[src/rtl/serial_adder_pkg.sv]
// Shared types and elaboration checks for the digit-serial adder.
// The parameter-check macro is file-scope so any module can expand it as a generate item.
`ifndef SERIAL_ADDER_PKG_SV
`define SERIAL_ADDER_PKG_SV

package serial_adder_pkg;

   typedef enum logic {
      IDLE = 1'b0,
      RUN  = 1'b1
   } state_t;

   // Counter width for n digit steps; never narrower than one bit.
   function automatic int cnt_w(input int n);
      return (n <= 1) ? 1 : $clog2(n);
   endfunction

endpackage

`define SERIAL_ADDER_CHECK_DIGIT(W, D) \
   if ((W) < 1 || (D) < 1 || ((W) % (D)) != 0) begin : g_bad_digit \
      $error("serial_adder: DIGIT must be >= 1 and divide WIDTH exactly"); \
   end

`endif

[src/rtl/serial_adder_adder_slice.sv]
// DIGIT-bit ripple of full-adder cells, also exposing the carry into its top bit
// so the parent can form the two's-complement overflow flag on the last digit.
module adder_slice #(
   parameter int DIGIT = 1
) (
   input  logic [DIGIT-1:0] x,
   input  logic [DIGIT-1:0] y,
   input  logic             ci,
   output logic [DIGIT-1:0] s,
   output logic             co,
   output logic             c_msb
);

   logic c;

   always_comb begin
      s     = '0;
      c     = ci;
      c_msb = ci;
      for (int i = 0; i < DIGIT; i++) begin
         s[i] = x[i] ^ y[i] ^ c;
         if (i == DIGIT - 1) c_msb = c;
         c = (x[i] & y[i]) | (c & (x[i] ^ y[i]));
      end
      co = c;
   end

endmodule

[src/rtl/serial_adder.sv]
// Multi-cycle adder: {cout,sum} = a + b + cin, DIGIT bits per clock over WIDTH/DIGIT cycles,
// with a start/busy/done handshake and two's-complement overflow detection.
module serial_adder
   import serial_adder_pkg::*;
#(
   parameter int WIDTH = 8,
   parameter int DIGIT = 1
) (
   input  logic             sys_clk,
   input  logic             sys_rst_n,
   input  logic             start,
   input  logic [WIDTH-1:0] a,
   input  logic [WIDTH-1:0] b,
   input  logic             cin,
   output logic             busy,
   output logic             done,
   output logic [WIDTH-1:0] sum,
   output logic             cout,
   output logic             overflow
);

   localparam int N  = WIDTH / DIGIT;
   localparam int CW = cnt_w(N);

   `SERIAL_ADDER_CHECK_DIGIT(WIDTH, DIGIT)

   state_t           state;
   state_t           state_nxt;
   logic [CW-1:0]    cnt;
   logic [WIDTH-1:0] a_sr;
   logic [WIDTH-1:0] b_sr;
   logic [WIDTH-1:0] psum;
   logic [WIDTH-1:0] psum_nxt;
   logic [WIDTH-1:0] sum_r;
   logic             carry;
   logic             cout_r;
   logic             ovf_r;
   logic             done_r;
   logic [DIGIT-1:0] s_dig;
   logic             co_dig;
   logic             cmsb_dig;
   logic             last;

   adder_slice #(.DIGIT(DIGIT)) u_slice (
      .x     (a_sr[DIGIT-1:0]),
      .y     (b_sr[DIGIT-1:0]),
      .ci    (carry),
      .s     (s_dig),
      .co    (co_dig),
      .c_msb (cmsb_dig)
   );

   assign last = (cnt == CW'(N - 1));

   // New digit enters at the top; after N steps the first digit has reached bit 0.
   assign psum_nxt = WIDTH'({s_dig, psum} >> DIGIT);

   always_ff @(posedge sys_clk or negedge sys_rst_n) begin
      if (!sys_rst_n) state <= IDLE;
      else            state <= state_nxt;
   end

   always_comb begin
      state_nxt = state;
      case (state)
         IDLE:    if (start) state_nxt = RUN;
         RUN:     if (last)  state_nxt = IDLE;
         default: state_nxt = IDLE;
      endcase
   end

   always_comb begin
      busy = 1'b0;
      if (state == RUN) busy = 1'b1;
   end

   always_ff @(posedge sys_clk or negedge sys_rst_n) begin
      if (!sys_rst_n) begin
         cnt    <= '0;
         a_sr   <= '0;
         b_sr   <= '0;
         psum   <= '0;
         carry  <= 1'b0;
         sum_r  <= '0;
         cout_r <= 1'b0;
         ovf_r  <= 1'b0;
         done_r <= 1'b0;
      end else begin
         done_r <= 1'b0;
         if (state == IDLE) begin
            if (start) begin
               a_sr  <= a;
               b_sr  <= b;
               carry <= cin;
               cnt   <= '0;
            end
         end else begin
            a_sr  <= a_sr >> DIGIT;
            b_sr  <= b_sr >> DIGIT;
            carry <= co_dig;
            psum  <= psum_nxt;
            cnt   <= cnt + CW'(1);
            // On the final digit the slice's top-bit carry-in is the carry into bit WIDTH-1.
            if (last) begin
               sum_r  <= psum_nxt;
               cout_r <= co_dig;
               ovf_r  <= cmsb_dig ^ co_dig;
               done_r <= 1'b1;
            end
         end
      end
   end

   assign done     = done_r;
   assign sum      = sum_r;
   assign cout     = cout_r;
   assign overflow = ovf_r;

endmodule
[config.mk]
export PLATFORM = sky130hd
export DESIGN_NAME = serial_adder
export DESIGN_NICKNAME = d
export VERILOG_FILES = /design/src/rtl/serial_adder_pkg.sv /design/src/rtl/serial_adder_adder_slice.sv /design/src/rtl/serial_adder.sv
export SDC_FILE = /design/constraint.sdc
export NUM_CORES = 1
export LEC_CHECK = 0
export ABC_AREA = 1
export BUFFER_PORTS_ARGS = -buffer_cell sky130_fd_sc_hd__buf_2
export CORE_ASPECT_RATIO = 1.25
export CORE_MARGIN = 5
export CORE_UTILIZATION = 54
export CTS_CLUSTER_DIAMETER = 50
export DETAILED_ROUTE_END_ITERATION = 6
export PLACE_DENSITY = 0.78
export SYNTH_ARGS = -nofsm -noshare
export SYNTH_HDL_FRONTEND = slang
export SYNTH_SLANG_ARGS = --single-unit
[constraint.sdc]
create_clock -name sys_clk -period 1.3 [get_ports sys_clk]
set_input_delay 0.065 -clock sys_clk [delete_from_list [all_inputs] [get_ports sys_clk]]
set_output_delay 0.065 -clock sys_clk [all_outputs]
set_load 0.01 [all_outputs]
# Yosys cells after proc, flatten, opt, wreduce, memory -nomap -nowiden
# Index checks and enable logic that the tools add are counted.
[totals]
reg_bits = 40
input_bits = 20
out_inout_bits = 12
elab_cells = 35
[op_classes]
add_sub_neg = 1
eq_ne = 1
n_mux = 14
bitwise = 7
reduce_logical = 2
[ops]
columns = ["op", "n"]
rows = [
  ["$mux W8", 4],
  ["$mux W1", 7],
  ["$mux W3", 2],
  ["$add A3 B1 Y3 const B", 1],
  ["$eq A3 B3 Y1 const B", 1],
  ["$xor A1 B1 Y1", 3],
  ["$and A1 B1 Y1", 2],
  ["$pmux W1 S2", 1],
  ["$reduce_and A2 Y1", 1],
  ["$reduce_bool A2 Y1", 1],
  ["$not A1 Y1", 1],
  ["$or A1 B1 Y1", 1],
]

# Depth between registers and ports, before layout
# Gate-level depths: netlist of the first run.
[logic_depth]
word_depth = 4
depth_mapped = 6

# Modules after synthesis
# From an unflattened synthesis of the first run, not the netlist that was laid out.
[hier_totals]
cells_unflattened = 179
area_unflattened_um2 = 1657.8
[modules_own_cells]
columns = ["mod", "n_inst", "cells_each", "area_each_um2"]
rows = [
  ["serial_adder", 1, 177, 1630.3],
  ["adder_slice", 1, 2, 27.5],
]

# Least setup slack after synthesis of the first run
# Ideal clock, no wire load.
[synth_timing]
path_type = "register to register"
from = "register carry"
to = "register ovf_r (netlist: overflow)"
setup_time_ns = 0.117
t_arrival_ns = 1.096
required_ns = 1.183
slack_ns = 0.087
stages_incl_launch_ff = 6
path_buffers = 0
period_less_slack_ns = 1.213
path_cell_list = "dfrtp_1 > fa_1 > inv_1 > nand2_1 > nand3_1 > nand2_1"
[synth_between]
elab_chain_cells = 3
[synth_lines]
columns = ["element", "line", "text"]
rows = [
  ["from (decl)", "serial_adder.sv:35", "logic carry;"],
  ["from (signal assigned)", "serial_adder.sv:94", "carry <= cin;"],
  ["from (signal assigned)", "serial_adder.sv:100", "carry <= co_dig;"],
  ["$and A1 B1 Y1", "serial_adder_adder_slice.sv:23", "c = (x[i] & y[i]) | (c & (x[i] ^ y[i]));"],
  ["$or A1 B1 Y1", "serial_adder_adder_slice.sv:23", ""],
  ["via co_dig", "serial_adder.sv:40", "logic co_dig;"],
  ["$xor A1 B1 Y1", "serial_adder.sv:107", "ovf_r <= cmsb_dig ^ co_dig;"],
  ["to (signal assigned)", "serial_adder.sv:107", ""],
  ["to (decl)", "serial_adder.sv:37", "logic ovf_r;"],
]
# The timed path passes the listed nets, and every way through them passes these cells.
# A chain may end at the register's enable or synchronous reset.

# Final worst setup path of the first run
[layout_timing]
from = "register cnt[0]"
to = "register ovf_r (netlist: overflow)"
[layout_between]
elab_chain_cells = 2
[layout_lines]
columns = ["element", "line", "text"]
rows = [
  ["from (decl)", "serial_adder.sv:29", "logic [CW-1:0] cnt;"],
  ["from (signal assigned)", "serial_adder.sv:102", "cnt <= cnt + CW'(1);"],
  ["$eq A3 B3 Y1", "serial_adder.sv:53", "assign last = (cnt == CW'(N - 1));"],
  ["$reduce_and A2 Y1 (no line)", "-", ""],
]
# Every way passes these cells.

==> flow_summary_export.csv, run 1 <==
group,metric,value,unit
sta,setup_viol,0,
cts,cts_buffers,5,
cts,path_clk_slew,0.12,ns
setup_path,critPathLaunchType,"flip-flop",
setup_path,critPathMaxFanout,4,
logic_synthesis,synth.most_common_cell,"nand2_1",
sta,period_needed,1.25,ns
logic_synthesis,synth_ff_type,"dfrtp_1",
logic_synthesis,synth_nets,201,
logic_synthesis,synthTopCellsByCount,"63 x nand2_1, 39 x dfrtp_1, 33 x nand3_1, 9 x inv_1",
logic_synthesis,synth_cell_types,16,
setup_path,endpoint,"overflow",
final_layout,layout.nets,260,
floorplan,io_pins,32,
logic_synthesis,synth_edf_count,0,
cts,root_buffer,"clkbuf_4",
sta,tightest_slew,0.373,ns
grt,grt_pass1_vias,1448,
setup_path,crit_start,"cnt[0]",
drt,first_pass_iters,4,
sta,setup_tns,0,ns
power,power_density,2090,nW/um2
logic_synthesis,synth-seq-cells,39,
cts,clkSinkCount,39,
drt,route.detailed.drc,0,
grt,grt_start_max_net_pins,19,
cts,insertion_delay,0.34,ns
logic_synthesis,yosys_warnings,0,
drt,ant_nets,0,
sta,period_share,96.3,%
run,drv_cap,0,
grt,antenna_found_initial,0,
power,p_int,2930,uW
sta,fmax,798,MHz
floorplan,dieArea,4340,um2
place,hpwlAfterDp,2.44,mm
power,power.leakage,0.00114,uW
setup_path,cp_slowest_cell,"dfrtp_1",
power,total_power,4610,uW
sta,final-hold-violation-count,0,
setup_path,cpMostUsedCell,"ha_2",
floorplan,die_h,72.4,um
setup_path,crit_chain,"ha_2, ha_2, nand2_4, clkinvlp_4, nand3_1, nand2_1",
power,vdd_drop_max,1850,uV
power,seqPwrFrac,42.7,%
cts,clk_path_buf_depth,2,
sta,finClkSkew,0.0109,ns
setup_path,r2r_end,"overflow",
drt,avgViaCountPerCell,5.18,
drt,via_count,1419,
setup_path,worstPathArrival,1.49,ns
outcome,status,"complete, no violations",
worst_hold_path,min_path_type,"input port to flip-flop",
setup_path,cp-end-kind,"flip-flop",
power,pwr-share-clk,18.4,%
setup_path,crit_buf_inv,1,
setup_path,critPathRequiredTime,1.54,ns
final_layout,drive_above_1_share,28.6,%
logic_synthesis,synth_area,1680,um2
grt,overflow,0,
cts,cts_tree,"built",
logic_synthesis,async_flop_share,100,%
logic_synthesis,netlist.area_leader.share,58.0,%
final_layout,syn2layout_area_growth,31.3,%
grt,grt_pass1_wl,6.35,mm
sta,hold_ws,0.0775,ns
logic_synthesis,syn_avg_cell_area,9.45,um2
setup_path,reg2reg_from,"cnt[0]",
setup_path,worstSetupPathDepth,6,
place,pre_cts_ws,0.0259,ns
floorplan,start_util,56.6,%
floorplan,coreArea,2970,um2
place,port_buffers,31,
power,combPwrFrac,38.9,%
power,power_switching,1680,uW
sta,drv_slew,0,
setup_path,critPathKind,"flip-flop to flip-flop",
final_layout,num_antenna_cells,0,
setup_path,rr_worst_depth,6,
drt,wirelength,3.83,mm
setup_path,r2r_slack,0.05,ns
setup_path,crit_family,"flip-flops",
logic_synthesis,synth_area_leaders,"dfrtp_1 58%, nand2_1 14%, nand3_1 9.8%",
sta,relSlewSlack,75.1,%
sta,worst_slack,0.0476,ns
cts,htree_levels,2,
setup_path,critPathMaxStageDelay,0.41,ns
logic_synthesis,yosysTopAreaCell,"dfrtp_1",
logic_synthesis,syn_inst,178,
logic_synthesis,seq_area_frac_synth,58.0,%
place,globalplace.congestion,0.752,
floorplan,rows,22,
drt,drtIter0Drc,49,
drt,wire_per_inst,14.0,um
floorplan,die_w,59.9,um
power,sw_frac_of_total,36.4,%
grt,grt_util_all_layers,19.5,%
==> final cells by class <==
| cell class | instances | area, um2 |
|---|---|---|
| flip-flops and latches | 39 | 977 |
| well taps | 36 | 45.0 |
| fillers | 222 | 763 |
| repair buffers | 62 | 463 |
| clock inverters | 2 | 35.0 |
| multi-input cells | 118 | 591 |
| inverters | 11 | 47.5 |
| clock buffers | 6 | 51.3 |
==> worst reg2reg max path, stage by stage, from the launching register on <==
cell and delay, ns:
dfrtp_1 0.41, ha_2 0.19, ha_2 0.18, nand2_4 0.11
clkinvlp_4 0.13, nand3_1 0.08, nand2_1 0.05
==> state kept, by name, indices dropped and copies added, names as in the netlist <==
register  cells
overflow      1
sum           8
carry         1
cnt           3
a_sr          8
state         1
psum          7
b_sr          8
done          1
cout          1
==> metrics by stage <==
step | instance area (um2) | std cells | utilization, %
floorplan | 1680 | 178 | -
global placement | 1890 | 245 | 63.6
detailed placement | 1890 | 245 | 63.6
CTS | 2170 | 273 | 73.1
global route | 2210 | 274 | 74.3
finish | 2210 | 274 | 74.3
==> worst min-delay path by stage <==
stage / cells past startpoint / slack, ns / start / end
2_1_floorplan: 0 / -0.23 / sys_rst_n / a_sr[0]
3_3_place_gp: 1 / -0.009 / sys_rst_n / sum[0]
3_5_place_dp: 1 / 0.00007 / sys_rst_n / sum[0]
4_1_cts: 3 / 0.06 / start / b_sr[1]
5_1_grt: 3 / 0.07 / start / b_sr[1]
6_report: 3 / 0.08 / start / b_sr[1]
==> routing by layer <==
layer / routed length (um) / global-route usage [%] / vias up
li1: - / - / 685
met1: 1460 / 22.5 / 677
met2: 2050 / 33.1 / 48
met3: 223 / 5.16 / 9
met4: 99 / 8.87 / 0
met5: 0 / 0 / -
==> timing repair <==
action / in CTS / in global routing
hold buffers: 18 / 0
endpoints found under the hold margin: 56 / 0
endpoints found under the setup margin: 1 / 9
pin swaps: 0 / 1
setup buffers: 2 / 0
cloned: 0 / 1
resized for setup: 1 / 4
==> power by group through the flow <==
stage                     sequential (uW)  clock (uW)  combinational [uW]
final                                1970         847                1800
after floorplan                      2000           0                1110
after detailed placement             2020           0                1600
after CTS                            1960         862                1740
after global routing                 2020         916                2040
after global placement               2000           0                1500
==> kinds of logic after synthesis <==
kind of cell | Yosys count | share of synthesized area [%]
flops | 39 | 58.0
simple gates | 99 | 25.4
buf+inv | 21 | 7.36
compound gates | 16 | 6.54
fa+ha+maj | 3 | 2.68
==> cells in the final DEF, fill, tap and decap left out, types with 2 or more instances in the layout <==
| master | instances |
|---|---|
| buf_2 | 31 |
| dfrtp_1 | 38 |
| nand2_1 | 63 |
| o21ai_0 | 8 |
| inv_1 | 9 |
| o21ai_2 | 8 |
| clkbuf_4 | 5 |
| dlygate4sd3_1 | 18 |
| buf_4 | 11 |
| nand3_1 | 33 |
| ha_2 | 2 |
(Power assumes the default switching activity.)
==> run 2: changes to the inputs <==
--- a/config.mk
+++ b/config.mk
@@ -6,7 +6,7 @@
 export NUM_CORES = 1
 export LEC_CHECK = 0
 export ABC_AREA = 1
-export BUFFER_PORTS_ARGS = -buffer_cell sky130_fd_sc_hd__buf_2
+export BUFFER_PORTS_ARGS = -buffer_cell sky130_fd_sc_hd__clkbuf_2
 export CORE_ASPECT_RATIO = 1.25
 export CORE_MARGIN = 5
 export CORE_UTILIZATION = 54
==> flow_summary_export.csv, run 2 (synthesized netlist as in run 1, its figures left out) <==
group,metric,value,unit
power,seqPwrFrac,42.1,%
grt,use_met1,25.2,%
floorplan,die_w,59.9,um
setup_path,worstPathArrival,1.49,ns
sta,fmax,806,MHz
drt,first_pass_iters,4,
drt,route.detailed.drc,0,
power,power_switching,1710,uW
grt,busiest_layer,"met2",
cts,path_clk_slew,0.12,ns
power,sw_frac_of_total,36.6,%
grt,grt_util_met2,35.7,%
setup_path,critPathLaunchType,"flip-flop",
setup_path,rr_worst_depth,5,
place,pre_cts_ws,0.00941,ns
power,pwr-share-clk,18.6,%
sta,finClkSkew,0.00747,ns
grt,grt_use_met3,5.52,%
floorplan,io_pins,32,
drt,drtIter0Drc,68,
final_layout,layout.nets,261,
grt,antenna_found_initial,0,
setup_path,crit_family,"flip-flops",
cts,cts_tree,"built",
setup_path,worstSetupPathDepth,5,
setup_path,critPathMaxStageDelay,0.41,ns
drt,wirelength,3.87,mm
worst_hold_path,whs_path_depth,4,
sta,drv_slew,0,
cts,cts_buffers,5,
cts,clkSinkCount,39,
cts,clk_path_buf_depth,2,
floorplan,dieArea,4340,um2
place,globalplace.congestion,0.802,
setup_path,cp-end-kind,"flip-flop",
final_layout,final_common_cell,"nand2_1",
drt,ant_nets,0,
setup_path,critPathRequiredTime,1.55,ns
sta,period_needed,1.24,ns
sta,worst_slack,0.0589,ns
drt,wire_per_inst,14.1,um
floorplan,die_h,72.4,um
grt,grt_start_max_net_pins,40,
cts,htree_levels,2,
floorplan,start_util,56.6,%
power,p_int,2960,uW
cts,insertion_delay,0.35,ns
drt,via_count,1467,
final_layout,final_cell_mix,"63 x nand2_1, 38 x dfrtp_1, 33 x nand3_1, 31 x clkbuf_2, 18 x dlygate4sd3_1",
setup_path,critPathKind,"flip-flop to flip-flop",
power,power_density,2090,nW/um2
sta,tightest_slew,0.483,ns
sta,period_share,95.5,%
sta,final-hold-violation-count,0,
setup_path,cp_slowest_cell,"dfrtp_1",
setup_path,crit_buf_inv,1,
floorplan,coreArea,2970,um2
grt,overflow,0,
cts,root_buffer,"clkbuf_4",
drt,avgViaCountPerCell,5.33,
grt,grt_pass1_wl,6.83,mm
setup_path,critPathMaxFanout,7,
sta,hold_ws,0.0236,ns
worst_hold_path,min_path_type,"input port to flip-flop",
power,combPwrFrac,39.3,%
run,drv_cap,0,
power,power.leakage,0.00115,uW
floorplan,rows,22,
place,port_buffers,31,
setup_path,crit_chain,"ha_1, ha_2, nand2_4, clkbuf_16, o21ai_2",
power,vdd_drop_max,1270,uV
sta,setup_viol,0,
final_layout,num_antenna_cells,0,
final_layout,syn2layout_area_growth,32.2,%
grt,grt_util_all_layers,21.0,%
sta,relSlewSlack,67.8,%
final_layout,fillerInstances,222,
final_layout,drive_above_1_share,28.5,%
grt,grt_pass1_vias,1509,
outcome,status,"complete, no violations",
place,hpwlAfterDp,2.44,mm
-- run 2: path summary, 6_finish.rpt --
kind,from,slack [ns],end
max reg2reg,cnt[0],0.06,sum[1]
min reg2reg,b_sr[4],0.50,b_sr[4]
max,cnt[0],0.06,sum[1]
max in group asynchronous,sys_rst_n,0.65,state
min in group asynchronous,sys_rst_n,0.29,sum[0]
min,start,0.02,b_sr[7]
-- run 2: area by class of cell --
| cell class | instances | area [um2] | share of cell area [%] |
|---|---|---|---|
| clock buffers | 6 | 51.3 | 2.31 |
| clock inverters | 2 | 35.0 | 1.57 |
| inverters | 11 | 45.0 | 2.02 |
| multi-input cells | 118 | 588 | 26.4 |
| flip-flops and latches | 39 | 977 | 43.9 |
| well taps | 36 | 45.0 | 2.02 |
| repair buffers | 63 | 483 | 21.7 |
-- run 2: metrics by stage --
stage               util (%)  area [um2]  total power [uW]  setup TNS [ns]  std cells
floorplan                  -        1680              3110               0        178
global placement        63.8        1900              3540               0        244
detailed placement      63.8        1900              3670               0        244
CTS                     73.1        2170              4600               0        271
global route            74.8        2220              5050        -0.00388        275
finish                  74.8        2220              4660               0        275
-- run 2: what timing repair did --
item | CTS | global route
gates resized for setup | 2 | 2
setup endpoints to repair | 3 | 10
hold buffers | 18 | 0
cloned | 0 | 1
pin swaps | 0 | 1
hold endpoints to repair | 56 | 0
setup buffers | 1 | 3
-- run 2: power groups by stage --
stage                     combinational [uW]  clock [uW]  sequential [uW]
after floorplan                         1110           0             2000
after global placement                  1540           0             2000
after detailed placement                1630           0             2030
after CTS                               1760         881             1970
after global routing                    2090         926             2030
final                                   1830         867             1960
-- run 2: worst register-to-register path, delay by kind of cell, from the launching register on --
| family | cells | cell delay [ns] |
|---|---|---|
| DFF | 1 | 0.41 |
| adders and majority gates | 2 | 0.38 |
| buffers and inverters | 1 | 0.18 |
| and+or+nand+nor | 1 | 0.12 |
| AOI/OAI and AO/OA | 1 | 0.05 |
-- run 2: layer usage --
layer | up-vias | wire length, um
li1 | 692 | -
met5 | - | 0
met4 | 0 | 87
met1 | 711 | 1480
met3 | 11 | 214
met2 | 53 | 2090
==> run 3: changes to the inputs <==
--- a/config.mk
+++ b/config.mk
@@ -9,10 +9,13 @@
 export BUFFER_PORTS_ARGS = -buffer_cell sky130_fd_sc_hd__clkbuf_2
 export CORE_ASPECT_RATIO = 1.25
 export CORE_MARGIN = 5
-export CORE_UTILIZATION = 54
+export CORE_UTILIZATION = 53
 export CTS_CLUSTER_DIAMETER = 50
 export DETAILED_ROUTE_END_ITERATION = 6
-export PLACE_DENSITY = 0.78
+export PLACE_DENSITY = 0.77
+export SETUP_SLACK_MARGIN = 0.1
+export SLEW_MARGIN = 20
 export SYNTH_ARGS = -nofsm -noshare
 export SYNTH_HDL_FRONTEND = slang
+export SYNTH_HIERARCHICAL = 1
 export SYNTH_SLANG_ARGS = --single-unit
==> flow_summary_export.csv, run 3 <==
group,metric,value,unit
logic_synthesis,synth_ff_type,"dfrtp_1",
sta,relSlewSlack,71.3,%
logic_synthesis,synth_nets,202,
setup_path,critPathRequiredTime,1.59,ns
logic_synthesis,synth_area,1660,um2
sta,tightest_slew,0.430,ns
drt,drtIter0Drc,67,
sta,setup_viol,0,
grt,grt_util_all_layers,19.1,%
setup_path,worstPathArrival,1.53,ns
floorplan,rows,22,
setup_path,r2r_end,"sum[7]",
logic_synthesis,synthTopCellsByCount,"63 x nand2_1, 39 x dfrtp_1, 33 x nand3_1, 9 x inv_1",
power,power_density,2170,nW/um2
logic_synthesis,yosys_warnings,6,
cts,path_clk_slew,0.12,ns
drt,avgViaCountPerCell,5.35,
logic_synthesis,yosysTopAreaCell,"dfrtp_1",
cts,cts_tree,"built",
final_layout,num_antenna_cells,0,
drt,via_count,1470,
grt,overflow,0,
power,seqPwrFrac,39.9,%
setup_path,critPathMaxFanout,2,
outcome,status,"complete, no violations",
drt,wirelength,4.20,mm
floorplan,die_w,60.0,um
power,power.leakage,0.00118,uW
logic_synthesis,synth_cell_types,16,
cts,cts_buffers,5,
floorplan,io_pins,32,
worst_hold_path,min_path_type,"input port to asynchronous set/reset pin",
place,port_buffers,31,
cts,insertion_delay,0.34,ns
power,vdd_drop_max,1770,uV
setup_path,reg2reg_from,"a_sr[0]",
grt,antenna_found_initial,0,
sta,drv_slew,0,
cts,root_buffer,"clkbuf_4",
place,hpwlAfterDp,2.28,mm
power,sw_frac_of_total,37.4,%
setup_path,cp-end-kind,"flip-flop",
cts,clkSinkCount,39,
drt,first_pass_iters,4,
logic_synthesis,synth_edf_count,0,
final_layout,final_cell_mix,"57 x nand2_1, 38 x dfrtp_1, 33 x nand3_1, 31 x clkbuf_2, 18 x dlygate4sd3_1",
place,pre_cts_ws,-0.0334,ns
sta,fmax,807,MHz
logic_synthesis,synth.most_common_cell,"nand2_1",
power,combPwrFrac,43.2,%
grt,grt_pass1_wl,6.14,mm
grt,grt_pass1_vias,1385,
sta,worst_slack,0.0606,ns
sta,finClkSkew,0.00949,ns
place,place_inst,240,
setup_path,critPathKind,"flip-flop to flip-flop",
setup_path,rr_worst_depth,3,
sta,final-hold-violation-count,0,
logic_synthesis,synth_area_leaders,"dfrtp_1 59%, nand2_1 14%, nand3_1 10%",
drt,ant_nets,0,
sta,period_needed,1.24,ns
drt,wire_per_inst,15.3,um
sta,rsz0062_at_grt,"yes",
final_layout,syn2layout_area_growth,40.3,%
floorplan,start_util,55.8,%
final_layout,drive_above_1_share,31.4,%
floorplan,die_h,72.5,um
final_layout,final_area,2330,um2
power,pwr-share-clk,16.9,%
logic_synthesis,syn_inst,179,
drt,route.detailed.drc,0,
cts,clk_path_buf_depth,2,
logic_synthesis,seq_area_frac_synth,58.9,%
sta,period_share,95.3,%
final_layout,layout.nets,261,
floorplan,coreArea,2970,um2
logic_synthesis,netlist.area_leader.share,58.9,%
cts,htree_levels,2,
final_layout,final_cells,275,
power,power_switching,1890,uW
setup_path,critPathLaunchType,"flip-flop",
power,p_int,3170,uW
logic_synthesis,async_flop_share,100,%
logic_synthesis,syn_avg_cell_area,9.26,um2
logic_synthesis,synth-seq-cells,39,
final_layout,final_common_cell,"nand2_1",
run,drv_cap,0,
grt,grt_start_max_net_pins,25,
setup_path,r2r_slack,0.06,ns
place,place_area,1830,um2
place,globalplace.congestion,0.811,
floorplan,dieArea,4350,um2
run 3: cell count changes in the layout (fill, tap and decap cells not counted), sizes merged:
cell,previous run,this run
clkbuf,38,39
inv,10,11
clkinv,2,1
buf,13,12
run 3: per-layer routing:
layer / wire (um) / share of wire, % / global-route usage [%] / vias to the layer above
li1: - / - / - / 694
met3: 247 / 5.9 / 5.34 / 13
met5: 0 / 0 / 0 / -
met2: 2400 / 57 / 34.1 / 58
met4: 100 / 2.4 / 7.14 / 0
met1: 1450 / 34 / 20.8 / 705
run 3: power by group through the flow:
stage	Clock (uW)	Combinational, uW	Sequential (uW)
finish	853	2180	2020
global route	918	2410	2070
CTS	859	1660	1970
detailed placement	0	1430	2020
global placement	0	1370	1990
floorplan	0	1040	2000
run 3: kinds of logic after synthesis:
logic type / share of synthesized area, %
AND/OR/NAND/NOR: 25.8
flip-flops: 58.9
buffers and inverters: 7.77
AO/OA/AOI/OAI: 4.83
adder cells (fa/ha/maj): 2.72
run 3: worst max-delay path by stage:
stage | start | depth (start not counted) | endpoint | slack (ns)
6_report | a_sr[0] | 3 | sum[7] | 0.06
5_1_grt | a_sr[0] | 3 | sum[7] | 0.04
4_1_cts | state | 2 | busy | 0.11
3_5_place_dp | cnt[0] | 6 | sum[7] | -0.03
3_3_place_gp | cnt[0] | 6 | overflow | 0.01
2_1_floorplan | cnt[0] | 5 | cout | 0.12
run 3: per-stage QoR:
stage | hold WS, ns | utilization [%] | setup TNS [ns] | total power [uW]
6_report | 0.175 | 78.2 | 0 | 5060
5_1_grt | 0.200 | 78.2 | 0 | 5400
4_1_cts | 0.000399 | 72.2 | 0 | 4490
3_5_place_dp | 0.0280 | 61.7 | -0.0613 | 3450
3_3_place_gp | 0.0103 | 61.7 | 0 | 3360
2_1_floorplan | -0.231 | - | 0 | 3040
run 3: layout make-up:
class                           instances  area, um2
Timing Repair Buffer                   63        546
Clock inverter                          2       35.0
Clock buffer                            6       51.3
Inverter                               11       46.3
Tap cell                               36       45.0
Sequential cell                        39        977
Fill cell                             191        647
Multi-Input combinational cell        118        626
run 3: worst max-delay path: stages, from the launching register on:
cell and delay, ns:
dfrtp_1 0.42, fa_2 0.61, nand2_1 0.07, nand2_1 0.09
run 3: timing repair:
item                                    in CTS  in global routing
pin swaps                                    1                  5
buffers inserted                             4                  3
endpoints found under the setup margin      13                 25
hold buffers                                16                  2
endpoints found under the hold margin       42                  2
cloned                                       0                  2
gates resized for setup                      4                 26
